<file path="config.mk">
export PLATFORM = sky130hd
export DESIGN_NAME = mfp_uart_char_receiver
export DESIGN_NICKNAME = d
export VERILOG_FILES = /design/src/rtl/mfp_uart_char_receiver_pkg.sv /design/src/rtl/mfp_sync2.sv /design/src/rtl/mfp_uart_char_receiver.sv
export SDC_FILE = /design/constraint.sdc
export NUM_CORES = 1
export LEC_CHECK = 0
export CAP_MARGIN = 20
export CORE_ASPECT_RATIO = 1.1
export CORE_MARGIN = 2
export CORE_UTILIZATION = 46
export CTS_CLUSTER_DIAMETER = 200
export DETAILED_ROUTE_END_ITERATION = 10
export DONT_BUFFER_PORTS = 1
export PLACE_DENSITY = 0.66
export SETUP_SLACK_MARGIN = 0.2
export SYNTH_ARGS = -nofsm -noshare
export SYNTH_HDL_FRONTEND = slang
export SYNTH_SLANG_ARGS = --single-unit
</file>
<file path="constraint.sdc">
create_clock -name clock -period 5.2 [get_ports clock]
set_input_delay 0.52 -clock clock [delete_from_list [all_inputs] [get_ports clock]]
set_output_delay 0.52 -clock clock [all_outputs]
set_load 0.02 [all_outputs]
</file>
<file path="src/rtl/mfp_uart_char_receiver_pkg.sv">
// Shared definitions for the S-record UART receive path: FSM state encoding and
// bit-period arithmetic, kept here so a future transmitter can reuse them.
package mfp_uart_char_receiver_pkg;

    typedef enum logic [2:0] {
        StIdle      = 3'd0,
        StStart     = 3'd1,
        StData      = 3'd2,
        StStop      = 3'd3,
        StBreakWait = 3'd4
    } rx_state_e;

    function automatic int unsigned cycles_per_bit(input int unsigned clock_frequency,
                                                   input int unsigned baud_rate);
        return clock_frequency / baud_rate;
    endfunction

endpackage

</file>
<file path="src/rtl/mfp_sync2.sv">
// Two-flop synchronizer for a single asynchronous input; flops reset to RESET_VALUE.
module mfp_sync2 #(
    parameter logic RESET_VALUE = 1'b1
) (
    input  logic clock,
    input  logic reset,
    input  logic d,
    output logic q
);

    logic meta;

    always_ff @(posedge clock or posedge reset) begin
        if (reset) begin
            meta <= RESET_VALUE;
            q    <= RESET_VALUE;
        end else begin
            meta <= d;
            q    <= meta;
        end
    end

endmodule

</file>
<file path="src/rtl/mfp_uart_char_receiver.sv">
// 8N1 UART receiver: oversamples rx, frames characters and emits each byte as a
// one-cycle char_data/char_ready pulse for the S-record parser.
module mfp_uart_char_receiver
    import mfp_uart_char_receiver_pkg::*;
#(
    parameter int unsigned CLOCK_FREQUENCY = 50_000_000,
    parameter int unsigned BAUD_RATE       = 115_200
) (
    input  logic       clock,
    input  logic       reset,
    input  logic       rx,
    output logic [7:0] char_data,
    output logic       char_ready,
    output logic       framing_error,
    output logic       busy
);

    localparam int unsigned CYCLES_PER_BIT = cycles_per_bit(CLOCK_FREQUENCY, BAUD_RATE);
    localparam int unsigned HALF_BIT       = CYCLES_PER_BIT / 2;
    localparam int unsigned CNT_W          = $clog2(CYCLES_PER_BIT);
    localparam logic [CNT_W-1:0] CNT_LAST  = CNT_W'(CYCLES_PER_BIT - 1);
    localparam logic [CNT_W-1:0] CNT_HALF  = CNT_W'(HALF_BIT - 1);

    generate
        if (CYCLES_PER_BIT < 4) begin : g_bad_ratio
            $error("mfp_uart_char_receiver: CYCLES_PER_BIT must be at least 4");
        end
    endgenerate

    logic             rx_s;
    rx_state_e        state;
    logic [CNT_W-1:0] cnt;
    logic [2:0]       bit_idx;
    logic [7:0]       shift;

    mfp_sync2 #(
        .RESET_VALUE(1'b1)
    ) u_rx_sync (
        .clock(clock),
        .reset(reset),
        .d    (rx),
        .q    (rx_s)
    );

    always_ff @(posedge clock or posedge reset) begin
        if (reset) begin
            state         <= StIdle;
            cnt           <= '0;
            bit_idx       <= '0;
            shift         <= '0;
            char_data     <= '0;
            char_ready    <= 1'b0;
            framing_error <= 1'b0;
            busy          <= 1'b0;
        end else begin
            char_ready    <= 1'b0;
            framing_error <= 1'b0;
            unique case (state)
                StIdle: begin
                    if (!rx_s) begin
                        state <= StStart;
                        cnt   <= '0;
                        busy  <= 1'b1;
                    end
                end
                StStart: begin
                    // Re-check the line at mid start bit to reject glitches.
                    if (cnt == CNT_HALF) begin
                        cnt     <= '0;
                        bit_idx <= '0;
                        if (!rx_s) begin
                            state <= StData;
                        end else begin
                            state <= StIdle;
                            busy  <= 1'b0;
                        end
                    end else begin
                        cnt <= cnt + 1'b1;
                    end
                end
                StData: begin
                    if (cnt == CNT_LAST) begin
                        shift   <= {rx_s, shift[7:1]};
                        cnt     <= '0;
                        bit_idx <= bit_idx + 1'b1;
                        if (bit_idx == 3'd7) begin
                            state <= StStop;
                        end
                    end else begin
                        cnt <= cnt + 1'b1;
                    end
                end
                StStop: begin
                    // Decided at mid stop bit so IDLE catches a back-to-back start edge.
                    if (cnt == CNT_LAST) begin
                        cnt <= '0;
                        if (rx_s) begin
                            char_data  <= shift;
                            char_ready <= 1'b1;
                            state      <= StIdle;
                            busy       <= 1'b0;
                        end else begin
                            framing_error <= 1'b1;
                            state         <= StBreakWait;
                        end
                    end else begin
                        cnt <= cnt + 1'b1;
                    end
                end
                StBreakWait: begin
                    if (rx_s) begin
                        state <= StIdle;
                        busy  <= 1'b0;
                    end
                end
                default: begin
                    state <= StIdle;
                    busy  <= 1'b0;
                end
            endcase
        end
    end

endmodule

</file>
# Yosys cells after proc, flatten, opt, wreduce, memory -nomap -nowiden
# Index checks and enable logic that the tools add are counted.
[word_totals]
elab_cells = 63
output_inout_bits = 11
input_bits = 3
regBits = 36
[op_classes]
n_reduce_logical = 10
n_addsub = 2
n_mux = 27
bitwise_logic = 1
eq_ne = 13
[ops]
columns = ["operator", "count"]
rows = [
  ["$mux 3", 9],
  ["$mux 9", 3],
  ["$pmux 9 s3", 1],
  ["$pmux 3 s5", 1],
  ["$mux 1", 10],
  ["$ne 2x2->1 const B", 5],
  ["$add 9x1->9 const B", 1],
  ["$eq 9x8->1 const B", 1],
  ["$eq 9x9->1 const B", 1],
  ["$eq 3x2->1 const B", 2],
  ["$eq 3x3->1 const B", 2],
  ["$pmux 3 s2", 1],
  ["$reduce_and 3->1", 2],
  ["$reduce_and 6->1", 1],
  ["$pmux 1 s5", 1],
  ["$reduce_and 2->1", 2],
  ["$reduce_and 4->1", 1],
  ["$add 3x1->3 const B", 1],
  ["$eq 3x1->1 const B", 1],
  ["$logic_not 3->1", 1],
  ["$reduce_bool 3->1", 1],
  ["$mux 2", 1],
  ["$ne 2x1->1 const B", 1],
  ["$reduce_bool 2->1", 1],
  ["2 further kinds", 2],
]

# Depth between registers and ports, before layout
# Gate-level depths: netlist of run 1.
[logic_depth]
depth_word = 4
mapped_depth = 6
depth_no_buf = 6

# By module
# A second synthesis of run 1 with hierarchy kept.
[hier_totals]
cells_unflattened = 157
area_unflattened_um2 = 1726.7
[by_module_without_submodules]
columns = ["mod", "instances", "cells_per_inst", "area_per_inst_um2", "seq_area_each_um2"]
rows = [
  ["mfp_uart_char_receiver", 1, 154, 1670.4, 850.8],
  ["mfp_sync2", 1, 3, 56.3, 52.6],
]

# Worst setup path after synthesis of run 1
# Ideal clock, no wire load.
[synth_timing]
path_kind = "register to register"
start = "register cnt[1]"
end = "register char_data[0]"
arrival_ps = 1633
slack_ps = 3442
path_buffers = 0
stages_incl_launch_ff = 7
required_ps = 5075
setup_time_ps = 125
synth_period_minus_slack_ps = 1758
path_cell_list = "dfrtp_1 inv_1 ha_1 and4bb_4 nand2_4 nor3_4 mux2_2"
[synth_between]
elab_chain_cells = 2
[synth_rtl]
columns = ["item", "line", "rtl"]
rows = [
  ["from (decl)", "mfp_uart_char_receiver.sv:32", "logic [CNT_W-1:0] cnt;"],
  ["from (signal assigned)", "mfp_uart_char_receiver.sv:78", "cnt <= cnt + 1'b1;"],
  ["from (signal assigned)", "mfp_uart_char_receiver.sv:90", "cnt <= cnt + 1'b1;"],
  ["from (signal assigned)", "mfp_uart_char_receiver.sv:107", "cnt <= cnt + 1'b1;"],
  ["$eq 9x9->1", "mfp_uart_char_receiver.sv:95", "if (cnt == CNT_LAST) begin"],
  ["$reduce_and 3->1 (no line)", "-", ""],
  ["to (signal assigned)", "mfp_uart_char_receiver.sv:98", "char_data <= shift;"],
  ["to (decl)", "mfp_uart_char_receiver.sv:12", "output logic [7:0] char_data,"],
]
# No other way between the ends.
# A chain may end at the register's enable or synchronous reset.

# Final worst setup path of run 1
# Ends and elaborated chain as after synthesis.

==> results of run 1 <==
==> cells in the mapped netlist (all sizes together), types with 3 or more instances <==
master	count	area share, %
a31oi	3	2.0
dfrtp	34	50
nand2	13	3.3
nand3	4	1.2
nor2	6	1.3
inv	8	1.7
nor3	8	3.0
mux2	16	10
a21oi	5	1.5
ha	5	3.6
o21ai	8	2.3
and3	4	1.5
==> report_power, final <==
group,switching [mW],total [mW],internal [mW],leakage [nW]
Sequential,0.000572,0.282,0.281,0.476
Clock,0.0913,0.212,0.121,0.0515
Combinational,0.00619,0.00733,0.00114,0.364
Total,0.0980,0.501,0.403,0.891
==> worst reg2reg max path, cell delays in order (launching register included) <==
cell and delay (ns):
sky130_fd_sc_hd__dfrtp_1 0.41, sky130_fd_sc_hd__inv_1 0.11, sky130_fd_sc_hd__ha_1 0.15, sky130_fd_sc_hd__and4bb_4 0.29
sky130_fd_sc_hd__nand2_4 0.07, sky130_fd_sc_hd__nor3_4 0.41, sky130_fd_sc_hd__mux2_2 0.39
==> sequential cells by signal, summed over array words and instances (netlist names) <==
name	cells
char_data	8
busy	1
char_ready	1
u_rx_sync.meta	1
shift	8
framing_error	1
u_rx_sync.q	1
cnt	9
state	3
bit_idx	3
==> final cells by class <==
type / count / area [sq um]
Inverter: 8 / 30.0
Tap cell: 50 / 62.6
Clock buffer: 8 / 100
Multi-Input combinational cell: 101 / 774
Fill cell: 344 / 1750
Timing Repair Buffer: 1 / 7.51
Sequential cell: 36 / 903
==> path summary, 6_finish.rpt <==
check                                           end  cells after the start                      from
max in group asynchronous     u_rx_sync.q$_DFF_PP1_                      2                     reset
min reg2reg                   u_rx_sync.q$_DFF_PP1_                      0  u_rx_sync.meta$_DFF_PP1_
max                        char_data[0]$_DFFE_PP0P_                      6        cnt[1]$_DFFE_PP0P_
min in group asynchronous      char_ready$_DFF_PP0_                      2                     reset
min                        u_rx_sync.meta$_DFF_PP1_                      0                        rx
max reg2reg                char_data[0]$_DFFE_PP0P_                      6        cnt[1]$_DFFE_PP0P_
==> cells by family (layout without fill, tap and decap cells) <==
logic type / Yosys count / in the layout / synth area share (%)
AO/OA/AOI/OAI: 26 / 26 / 10.5
XOR/XNOR: 2 / 2 / 1.02
adder cells (fa/ha/maj): 6 / 6 / 4.22
buffers and inverters: 10 / 17 / 2.33
flip-flops: 36 / 36 / 52.6
multiplexers: 17 / 17 / 11.1
AND/OR/NAND/NOR: 50 / 50 / 18.3
==> stage by stage <==
step	instances	utilization (%)
2_1_floorplan	147	-
3_3_place_gp	196	49.0
3_5_place_dp	196	49.0
4_1_cts	204	51.8
5_1_grt	204	51.8
6_report	204	51.8
==> per-layer routing <==
metal | up-vias | routed length (um) | GRT usage (%)
li1 | 541 | - | -
met1 | 555 | 1420 | 19.6
met2 | 26 | 1430 | 29.1
met3 | 6 | 132 | 4.93
met4 | 0 | 55 | 8.89
met5 | - | 0 | 0
==> impl_summary.txt, run 1 <==
----------------------------------------------------
[Worst setup path]
  CP Data Required Time ... ~5.4 ns
  Type of origin of the critical path ... flop
  WS Path Type ... reg2reg
  Kind of capture point of the worst setup path ... flop
  Cell-by-cell listing of the critical path ... inv_1 -> ha_1 -> and4bb_4 -> nand2_4 -> nor3_4 -> mux2_2
  Cell type of the slowest stage on the worst timing path ... sky130_fd_sc_hd__dfrtp_1
  Largest driver fanout on the critical path ... 9
  Worst setup slack for register-to-register paths ... 3.25 ns
  Data arrival at the endpoint of the critical path ... 2.12 ns
  Maximum single-stage delay on the critical path ... 0.41 ns
  Buffers plus inverters on the worst setup path ... 1
  Category of cells accounting for the largest share of critical-path delay ... simple AND/OR/NAND/NOR gates

[Clock tree]
  Number of hold-repair buffers added at the cts stage ... 0
  Number of clock buffers inserted by TritonCTS ... 5
  Post-CTS Repair Setup Buffers ... 0
  TritonCTS clock tree ... built
  Clock transition at path regs ... 0.07 ns
  Depth of the CTS H-tree ... 2
  Number of gates given a new drive strength after cts ... 0
  Cell at the root of the clock tree ... sky130_fd_sc_hd__clkbuf_8
  Number of sinks driven by the clock tree ... 36
  Worst-skew pair later-pin latency ... approximately 0.28 ns
  Longest Clk Path Bufs ... 2

[Logic synthesis]
  Count of unique library cells instantiated by Yosys ... between 40 and 50
  Share of synthesized registers carrying an async set or reset ... 100%
  Gate Count Post-Synth ... 147
  Synth Register Bits ... 36
  Total of warnings raised by yosys ... 0
  Dominant synthesized flop cell ... sky130_fd_sc_hd__dfrtp_1
  Nets in the synthesized netlist ... 155
  Synth Area per Inst ... ~12 sq um
  Post-Synthesis Cell Area ... 1720 sq um
  Fraction of the yosys area taken by sequential cells ... 52.6%
  Post-synth EDFFs ... 0

[Run status]
  Result of the run ... finished clean

[STA]
  Min Clock Period, post-route ... roughly 2 ns
  Number of hold-slack violations in the final timing report ... 0
  Normalized max-slew margin ... 63.0%
  Setup Skew ... 0.00498 ns
  Slew @ Worst Pin ... 0.554 ns
  Final worst slack ... 3.25 ns
  RSZ-0062 raised after global routing ... false
  Share of the clock period used by the worst path ... between 30% and 40%
  Hold_ws ... ~0.23 ns
  Total negative setup slack ... 0 ns
  Setup violators final ... 0
  Achievable Freq ... 512 MHz
  Pins Over Slew Limit ... 0

[Layout]
  Fraction of final layout cells with drive strength greater than 1 ... 22.7%
  Area added between synthesis and finish ... 9.32%
  Post-layout instance area ... about 1900 sq um
  Most common library cell in the layout ignoring fill and taps ... sky130_fd_sc_hd__dfrtp_1
  Most used cells in the layout excluding fill and tap cells ... 34 x sky130_fd_sc_hd__dfrtp_1, 16 x sky130_fd_sc_hd__mux2_2, 12 x sky130_fd_sc_hd__nand2_1, 8 x sky130_fd_sc_hd__inv_1, 8 x sky130_fd_sc_hd__o21ai_0
  Final layout net count ... between 150 and 200
  Number of diodes added for antenna fixing ... 0

[Place]
  Quantity of I/O buffers inserted on ports ... 0
  Total placed instance area ... 1780 sq um
  RD Place Congestion ... between 0.8 and 0.9
  Minimum setup slack after placement ... between 3 and 4 ns
  HPWL after DPL ... 2180 um

[Global routing]
  Initial antenna violation count ... 0
  First-pass GRT wire length ... 5470 um
  Maximum number of pins on one net before global-route repair ... 37
  Total gr overflow ... 0
  Via count of the first global-routing pass ... 1199
  Overall global routing resource usage ... 16.9%

[Floorplanning]
  Placeable core area ... approximately 3600 sq um
  Core Rows ... 23
  Die Span Y ... 68.1 um
  Initial cell density of the core ... between 40% and 50%
  Die Footprint ... around 4200 sq um
  Die boundary width ... 62.3 um
  I/O pin count ... 14

[Detailed routing]
  Avg WL per Cell ... approximately 15 um
  Drc violations ... 0
  Iteration count of the initial detailed-routing pass ... 4
  Vias ... 1128
  Total length of routed wires ... ~3000 um
  DRT iter0 DRCs ... 35
  Vias per std cell ... 5.53
  Number of nets with antenna violations after routing ... 0

[Power and ir drop]
  Power Total ... around 0.5 mW
  PwrDens ... 267 nW/um^2
  Static Leak ... 0.891 nW
  Max rail drop VDD ... 175 uV

[Hold path]
  Worst hold path type ... in2reg

[Job]
  Maximum Capacitance Violations ... 0

----------------------------------------------------
No activity file was read; power rests on OpenSTA's default activity.
==> inputs of run 2 (changes only) <==
--- a/config.mk
+++ b/config.mk
@@ -12,7 +12,7 @@
 export CTS_CLUSTER_DIAMETER = 200
 export DETAILED_ROUTE_END_ITERATION = 10
 export DONT_BUFFER_PORTS = 1
-export PLACE_DENSITY = 0.66
+export PLACE_DENSITY = 0.68
 export SETUP_SLACK_MARGIN = 0.2
 export SYNTH_ARGS = -nofsm -noshare
 export SYNTH_HDL_FRONTEND = slang
==> constraint.sdc (replaced) <==
create_clock -name clock -period 1.7 [get_ports clock]
set_input_delay 0.17 -clock clock [delete_from_list [all_inputs] [get_ports clock]]
set_output_delay 0.17 -clock clock [all_outputs]
set_load 0.02 [all_outputs]
==> impl_summary.txt, run 2 (synthesis gave the netlist of run 1 again) <==
----------------------------------------------------
[STA]
  RSZ-0062 raised after global routing ... true
  Pins Over Slew Limit ... 0 (unchanged)
  Achievable Freq ... 581 MHz (+14%)
  Normalized max-slew margin ... 70.6% (+7.6 points)
  Slew @ Worst Pin ... 0.441 ns (-0.113 ns)
  Number of hold-slack violations in the final timing report ... 0 (unchanged)
  Setup Skew ... 0.00487 ns (-0.000116 ns)
  Share of the clock period used by the worst path ... 101% (+64 points)
  Final worst slack ... -0.0205 ns (-3.27 ns)
  Hold_ws ... 0.362 ns (+0.133 ns)
  Setup violators final ... 6 (+6)
  Min Clock Period, post-route ... 1.72 ns (-0.233 ns)
  Total negative setup slack ... -0.0734 ns (-0.0734 ns)

[Detailed routing]
  Total length of routed wires ... 3780 um (+25%)
  Drc violations ... 0 (unchanged)
  Number of nets with antenna violations after routing ... 0 (unchanged)
  Iteration count of the initial detailed-routing pass ... 4 (unchanged)
  DRT iter0 DRCs ... 53 (+51%)
  Vias per std cell ... 5.59 (+1.1%)
  Avg WL per Cell ... 16.8 um (+13%)
  Vias ... 1258 (+12%)

[Worst setup path]
  Cell-by-cell listing of the critical path ... inv_2 -> ha_4 -> and4bb_4 -> nand2_4 -> nor3_4 -> buf_12 -> mux2_2
  Buffers plus inverters on the worst setup path ... 2 (+1)
  Largest driver fanout on the critical path ... 9 (unchanged)
  Maximum single-stage delay on the critical path ... 0.40 ns (about the same)
  Kind of capture point of the worst setup path ... flop
  Cell type of the slowest stage on the worst timing path ... sky130_fd_sc_hd__dfrtp_1
  Data arrival at the endpoint of the critical path ... 1.90 ns (-0.22 ns)
  WS Path Type ... reg2reg
  Type of origin of the critical path ... flop
  CP Data Required Time ... 1.88 ns (-3.49 ns)
  Category of cells accounting for the largest share of critical-path delay ... simple AND/OR/NAND/NOR gates

[Place]
  Minimum setup slack after placement ... 0.00484 ns (-3.21 ns)
  Quantity of I/O buffers inserted on ports ... 0 (unchanged)
  HPWL after DPL ... 2290 um (+5.3%)
  RD Place Congestion ... 0.802 (-5.8%)

[Layout]
  Top flop regs ... cnt (9), char_data (8), shift (8)
  Final layout net count ... 182 (+13%)
  Most common library cell in the layout ignoring fill and taps ... sky130_fd_sc_hd__dfrtp_1
  Number of diodes added for antenna fixing ... 0 (unchanged)
  Register name with the most flops ... cnt
  Most used cells in the layout excluding fill and tap cells ... 33 x sky130_fd_sc_hd__dfrtp_1, 14 x sky130_fd_sc_hd__buf_4, 11 x sky130_fd_sc_hd__nand2_1, 11 x sky130_fd_sc_hd__mux2_4
  Flip-flop count of the largest register, all copies and words added ... 9 (unchanged)
  Fraction of final layout cells with drive strength greater than 1 ... 46.3% (+24 points)
  Area added between synthesis and finish ... 33.3%

[Power and ir drop]
  Power Total ... 1.64 mW (+230%)
  Max rail drop VDD ... 712 uV (+310%)
  Static Leak ... 1.06 nW (+19%)
  PwrDens ... 715 nW/um^2 (+170%)

[Floorplanning]
  Initial cell density of the core ... 47.4% (unchanged)
  Core Rows ... 23 (unchanged)
  Placeable core area ... 3630 sq um (unchanged)
  Die Span Y ... 68.1 um (unchanged)
  Die Footprint ... 4240 sq um (unchanged)
  I/O pin count ... 14 (unchanged)
  Die boundary width ... 62.3 um (unchanged)

[Global routing]
  Initial antenna violation count ... 0 (unchanged)
  Overall global routing resource usage ... 19.3% (+2.4 points)
  Via count of the first global-routing pass ... 1329 (+11%)
  Maximum number of pins on one net before global-route repair ... 37 (unchanged)
  First-pass GRT wire length ... 6270 um (+15%)
  Total gr overflow ... 0 (unchanged)

[Clock tree]
  Number of sinks driven by the clock tree ... 36 (unchanged)
  Number of clock buffers inserted by TritonCTS ... 5 (unchanged)
  Worst-skew pair later-pin latency ... 0.29 ns (about the same)
  Longest Clk Path Bufs ... 2 (unchanged)
  Clock transition at path regs ... 0.07 ns (about the same)
  TritonCTS clock tree ... built
  Cell at the root of the clock tree ... sky130_fd_sc_hd__clkbuf_8
  Depth of the CTS H-tree ... 2 (unchanged)

[Hold path]
  Worst hold path type ... reg2reg

[Run status]
  Violations in the final reports ... setup timing
  Result of the run ... finished with violations

[Job]
  Maximum Capacitance Violations ... 0 (unchanged)

----------------------------------------------------
-- run 2: per-layer routing --
metal  wire length (um)  GRT usage, %  vias up
li1                   -             -      584
met1               1610          22.4      642
met4                 76          7.78        0
met2               1980          35.6       25
met5                  0             0        -
met3                121          4.11        7
-- run 2: path summary, 6_finish.rpt --
kind	startpoint	slack, ns	to	depth (start not counted)
setup / recovery	cnt[1]$_DFFE_PP0P_	-0.02	char_data[7]$_DFFE_PP0P_	7
hold / removal	u_rx_sync.meta$_DFF_PP1_	0.36	u_rx_sync.q$_DFF_PP1_	0
setup reg to reg	cnt[1]$_DFFE_PP0P_	-0.02	char_data[7]$_DFFE_PP0P_	7
hold reg to reg	u_rx_sync.meta$_DFF_PP1_	0.36	u_rx_sync.q$_DFF_PP1_	0
max in group asynchronous	reset	0.94	u_rx_sync.meta$_DFF_PP1_	3
min in group asynchronous	reset	0.41	cnt[7]$_DFFE_PP0P_	3
-- run 2: per-stage QoR --
step	instances	area, sq um	util, %
after floorplan	147	1740	-
after global placement	209	1920	53.0
after detailed placement	209	1920	53.0
after CTS	224	2200	60.7
after global routing	225	2290	63.1
final	225	2290	63.1
-- run 2: where the power goes --
part	internal (mW)	switching (mW)	leakage, nW
Sequential	0.860	0.00224	0.474
Combinational	0.00661	0.0200	0.534
Clock	0.434	0.315	0.0541
Total	1.30	0.337	1.06
-- run 2: area by class of cell --
cell class	count	area (sq um)
clock buffers	5	68.8
clock inverters	3	42.5
fillers	301	1340
inverters	8	30.0
multi-input cells	101	948
flip-flops and latches	36	905
well taps	50	62.6
repair buffers	22	233
-- run 2: what timing repair did --
item / CTS / global route
pin swaps: 9 / 7
setup endpoints to repair: 28 / 32
buffers inserted: 4 / 1
hold buffers: 2 / 0
gates resized for setup: 26 / 23
cloned: 1 / 0
endpoints found under the hold margin: 35 / 0
==> inputs of run 3 (changes only) <==
--- a/config.mk
+++ b/config.mk
@@ -12,7 +12,7 @@
 export CTS_CLUSTER_DIAMETER = 200
 export DETAILED_ROUTE_END_ITERATION = 10
 export DONT_BUFFER_PORTS = 1
-export PLACE_DENSITY = 0.68
+export PLACE_DENSITY = 0.63
 export SETUP_SLACK_MARGIN = 0.2
 export SYNTH_ARGS = -nofsm -noshare
 export SYNTH_HDL_FRONTEND = slang
==> impl_summary.txt, run 3 (synthesis gave the netlist of run 1 again) <==
----------------------------------------------------
[Run status]
  Result of the run ... finished with violations
  Violations in the final reports ... setup timing

[Worst setup path]
  WS Path Type ... reg2reg
  Cell type of the slowest stage on the worst timing path ... sky130_fd_sc_hd__dfrtp_1
  Largest driver fanout on the critical path ... 9 (unchanged)
  Maximum single-stage delay on the critical path ... 0.39 ns (about the same)
  CP Data Required Time ... 1.88 ns (about the same)
  Data arrival at the endpoint of the critical path ... 1.89 ns (about the same)
  Buffers plus inverters on the worst setup path ... 2 (unchanged)
  Cell-by-cell listing of the critical path ... inv_2 -> ha_4 -> and4bb_4 -> nand2_4 -> nor3_4 -> buf_12 -> mux2_2
  Crit path depth ... 7 (unchanged)
  FF-to-FF path depth ... 7 (unchanged)
  Type of origin of the critical path ... flop
  Kind of capture point of the worst setup path ... flop
  Category of cells accounting for the largest share of critical-path delay ... simple AND/OR/NAND/NOR gates

[Detailed routing]
  Drc violations ... 0 (unchanged)
  Number of nets with antenna violations after routing ... 0 (unchanged)
  Vias ... 1245 (-1.0%)
  Avg WL per Cell ... 15.8 um (-6.0%)
  Total length of routed wires ... 3600 um (-4.7%)
  Iteration count of the initial detailed-routing pass ... 4 (unchanged)
  DRT iter0 DRCs ... 46 (-13%)
  Vias per std cell ... 5.46 (-2.3%)

[STA]
  Setup violators final ... 2 (-4)
  Min Clock Period, post-route ... 1.70 ns (-0.0188 ns)
  Setup Skew ... 0.00228 ns (-0.00258 ns)
  Pins Over Slew Limit ... 0 (unchanged)
  Share of the clock period used by the worst path ... 100% (-1.1 points)
  Final worst slack ... -0.00172 ns (+0.0188 ns)
  RSZ-0062 raised after global routing ... true
  Slew @ Worst Pin ... 0.450 ns (+0.00892 ns)
  Achievable Freq ... 588 MHz (+1.1%)
  Number of hold-slack violations in the final timing report ... 0 (unchanged)
  Normalized max-slew margin ... 70.0% (-0.59 points)

[Floorplanning]
  Die Span Y ... 68.1 um (unchanged)
  I/O pin count ... 14 (unchanged)
  Die Footprint ... 4240 sq um (unchanged)
  Core Rows ... 23 (unchanged)
  Initial cell density of the core ... 47.4% (unchanged)
  Placeable core area ... 3630 sq um (unchanged)
  Die boundary width ... 62.3 um (unchanged)

[Layout]
  Flip-flop count of the largest register, all copies and words added ... 9 (unchanged)
  Post-layout instance area ... 2280 sq um (-0.55%)
  Fraction of final layout cells with drive strength greater than 1 ... 44.4% (-1.9 points)
  Top flop regs ... cnt (9), char_data (8), shift (8)
  Number of filler cells placed in the layout ... 302 (+0.33%)
  Number of diodes added for antenna fixing ... 0 (unchanged)
  Register name with the most flops ... cnt
  Area added between synthesis and finish ... 32.6%
  Most used cells in the layout excluding fill and tap cells ... 33 x sky130_fd_sc_hd__dfrtp_1, 19 x sky130_fd_sc_hd__buf_4, 13 x sky130_fd_sc_hd__mux2_4, 12 x sky130_fd_sc_hd__nand2_1, 6 x sky130_fd_sc_hd__inv_1
  Most common library cell in the layout ignoring fill and taps ... sky130_fd_sc_hd__dfrtp_1
  Final layout net count ... 185 (+1.6%)

[Hold path]
  Number of instances on the worst hold path ... 0 (unchanged)
  Worst hold path type ... reg2reg

[Place]
  RD Place Congestion ... 0.864 (+7.7%)
  HPWL after DPL ... 2300 um (+0.24%)
  Minimum setup slack after placement ... 0.0115 ns (+0.00664 ns)
  Total placed instance area ... 1950 sq um (+1.6%)
  Quantity of I/O buffers inserted on ports ... 0 (unchanged)

[Clock tree]
  Cell at the root of the clock tree ... sky130_fd_sc_hd__clkbuf_8
  TritonCTS clock tree ... built
  Longest Clk Path Bufs ... 2 (unchanged)
  Depth of the CTS H-tree ... 2 (unchanged)
  Clock transition at path regs ... 0.08 ns (about the same)
  Worst-skew pair later-pin latency ... 0.29 ns (about the same)
  Number of sinks driven by the clock tree ... 36 (unchanged)
  Number of clock buffers inserted by TritonCTS ... 5 (unchanged)

[Global routing]
  Initial antenna violation count ... 0 (unchanged)
  Via count of the first global-routing pass ... 1330 (+0.075%)
  First-pass GRT wire length ... 6120 um (-2.3%)
  Total gr overflow ... 0 (unchanged)
  Overall global routing resource usage ... 18.9% (-0.43 points)
  Maximum number of pins on one net before global-route repair ... 37 (unchanged)

[Power and ir drop]
  PwrDens ... 667 nW/um^2 (-6.8%)
  Max rail drop VDD ... 616 uV (-14%)
  Static Leak ... 1.05 nW (-0.89%)
  Power Total ... 1.52 mW (-7.3%)

[Job]
  Maximum Capacitance Violations ... 0 (unchanged)

----------------------------------------------------
run 3: worst paths after layout:
| path | startpoint | slack [ns] | end |
|---|---|---|---|
| setup / recovery | cnt[1]$_DFFE_PP0P_ | -0.002 | char_data[3]$_DFFE_PP0P_ |
| hold / removal | u_rx_sync.meta$_DFF_PP1_ | 0.36 | u_rx_sync.q$_DFF_PP1_ |
| setup reg to reg | cnt[1]$_DFFE_PP0P_ | -0.002 | char_data[3]$_DFFE_PP0P_ |
| hold reg to reg | u_rx_sync.meta$_DFF_PP1_ | 0.36 | u_rx_sync.q$_DFF_PP1_ |
| max in group asynchronous | reset | 0.93 | u_rx_sync.q$_DFF_PP1_ |
| min in group asynchronous | reset | 0.43 | shift[3]$_DFFE_PP0P_ |
run 3: final cells by class:
| type | instances | area (sq um) | area share, % |
|---|---|---|---|
| Timing Repair Buffer | 25 | 225 | 9.89 |
| Sequential cell | 36 | 905 | 39.7 |
| Tap cell | 50 | 62.6 | 2.75 |
| Multi-Input combinational cell | 101 | 962 | 42.3 |
| Clock buffer | 5 | 68.8 | 3.02 |
| Inverter | 8 | 30.0 | 1.32 |
| Clock inverter | 3 | 23.8 | 1.04 |
run 3: layer usage:
metal | GRT usage [%] | part of all wire [%] | vias up
li1 | - | - | 586
met1 | 22.2 | 42 | 626
met2 | 33.6 | 52 | 27
met3 | 4.44 | 3.5 | 6
met4 | 8.89 | 1.7 | 0
met5 | 0 | 0 | -
run 3: power by group:
| part | switching, mW | internal, mW | leakage [nW] |
|---|---|---|---|
| combinational | 0.0217 | 0.00765 | 0.538 |
| clock | 0.337 | 0.290 | 0.0404 |
| sequential | 0.00204 | 0.860 | 0.474 |
run 3: timing repair:
item                       CTS  global route
hold endpoints to repair    35             0
hold buffers                 2             0
setup buffers                5             0
setup endpoints to repair   28            30
gates resized for setup     28            14
gates cloned                 0             0
pin swaps                   11             2
run 3: through the flow:
stage | hold slack, ns | std cells | setup TNS (ns) | utilization (%)
final | 0.357 | 228 | -0.00283 | 62.8
after global routing | 0.368 | 228 | -0.254 | 62.8
after CTS | 0.359 | 228 | -0.00147 | 60.8
after detailed placement | 0.175 | 213 | 0 | 53.9
after global placement | 0.175 | 213 | 0 | 53.9
after floorplan | 0.174 | 147 | -0.0345 | -
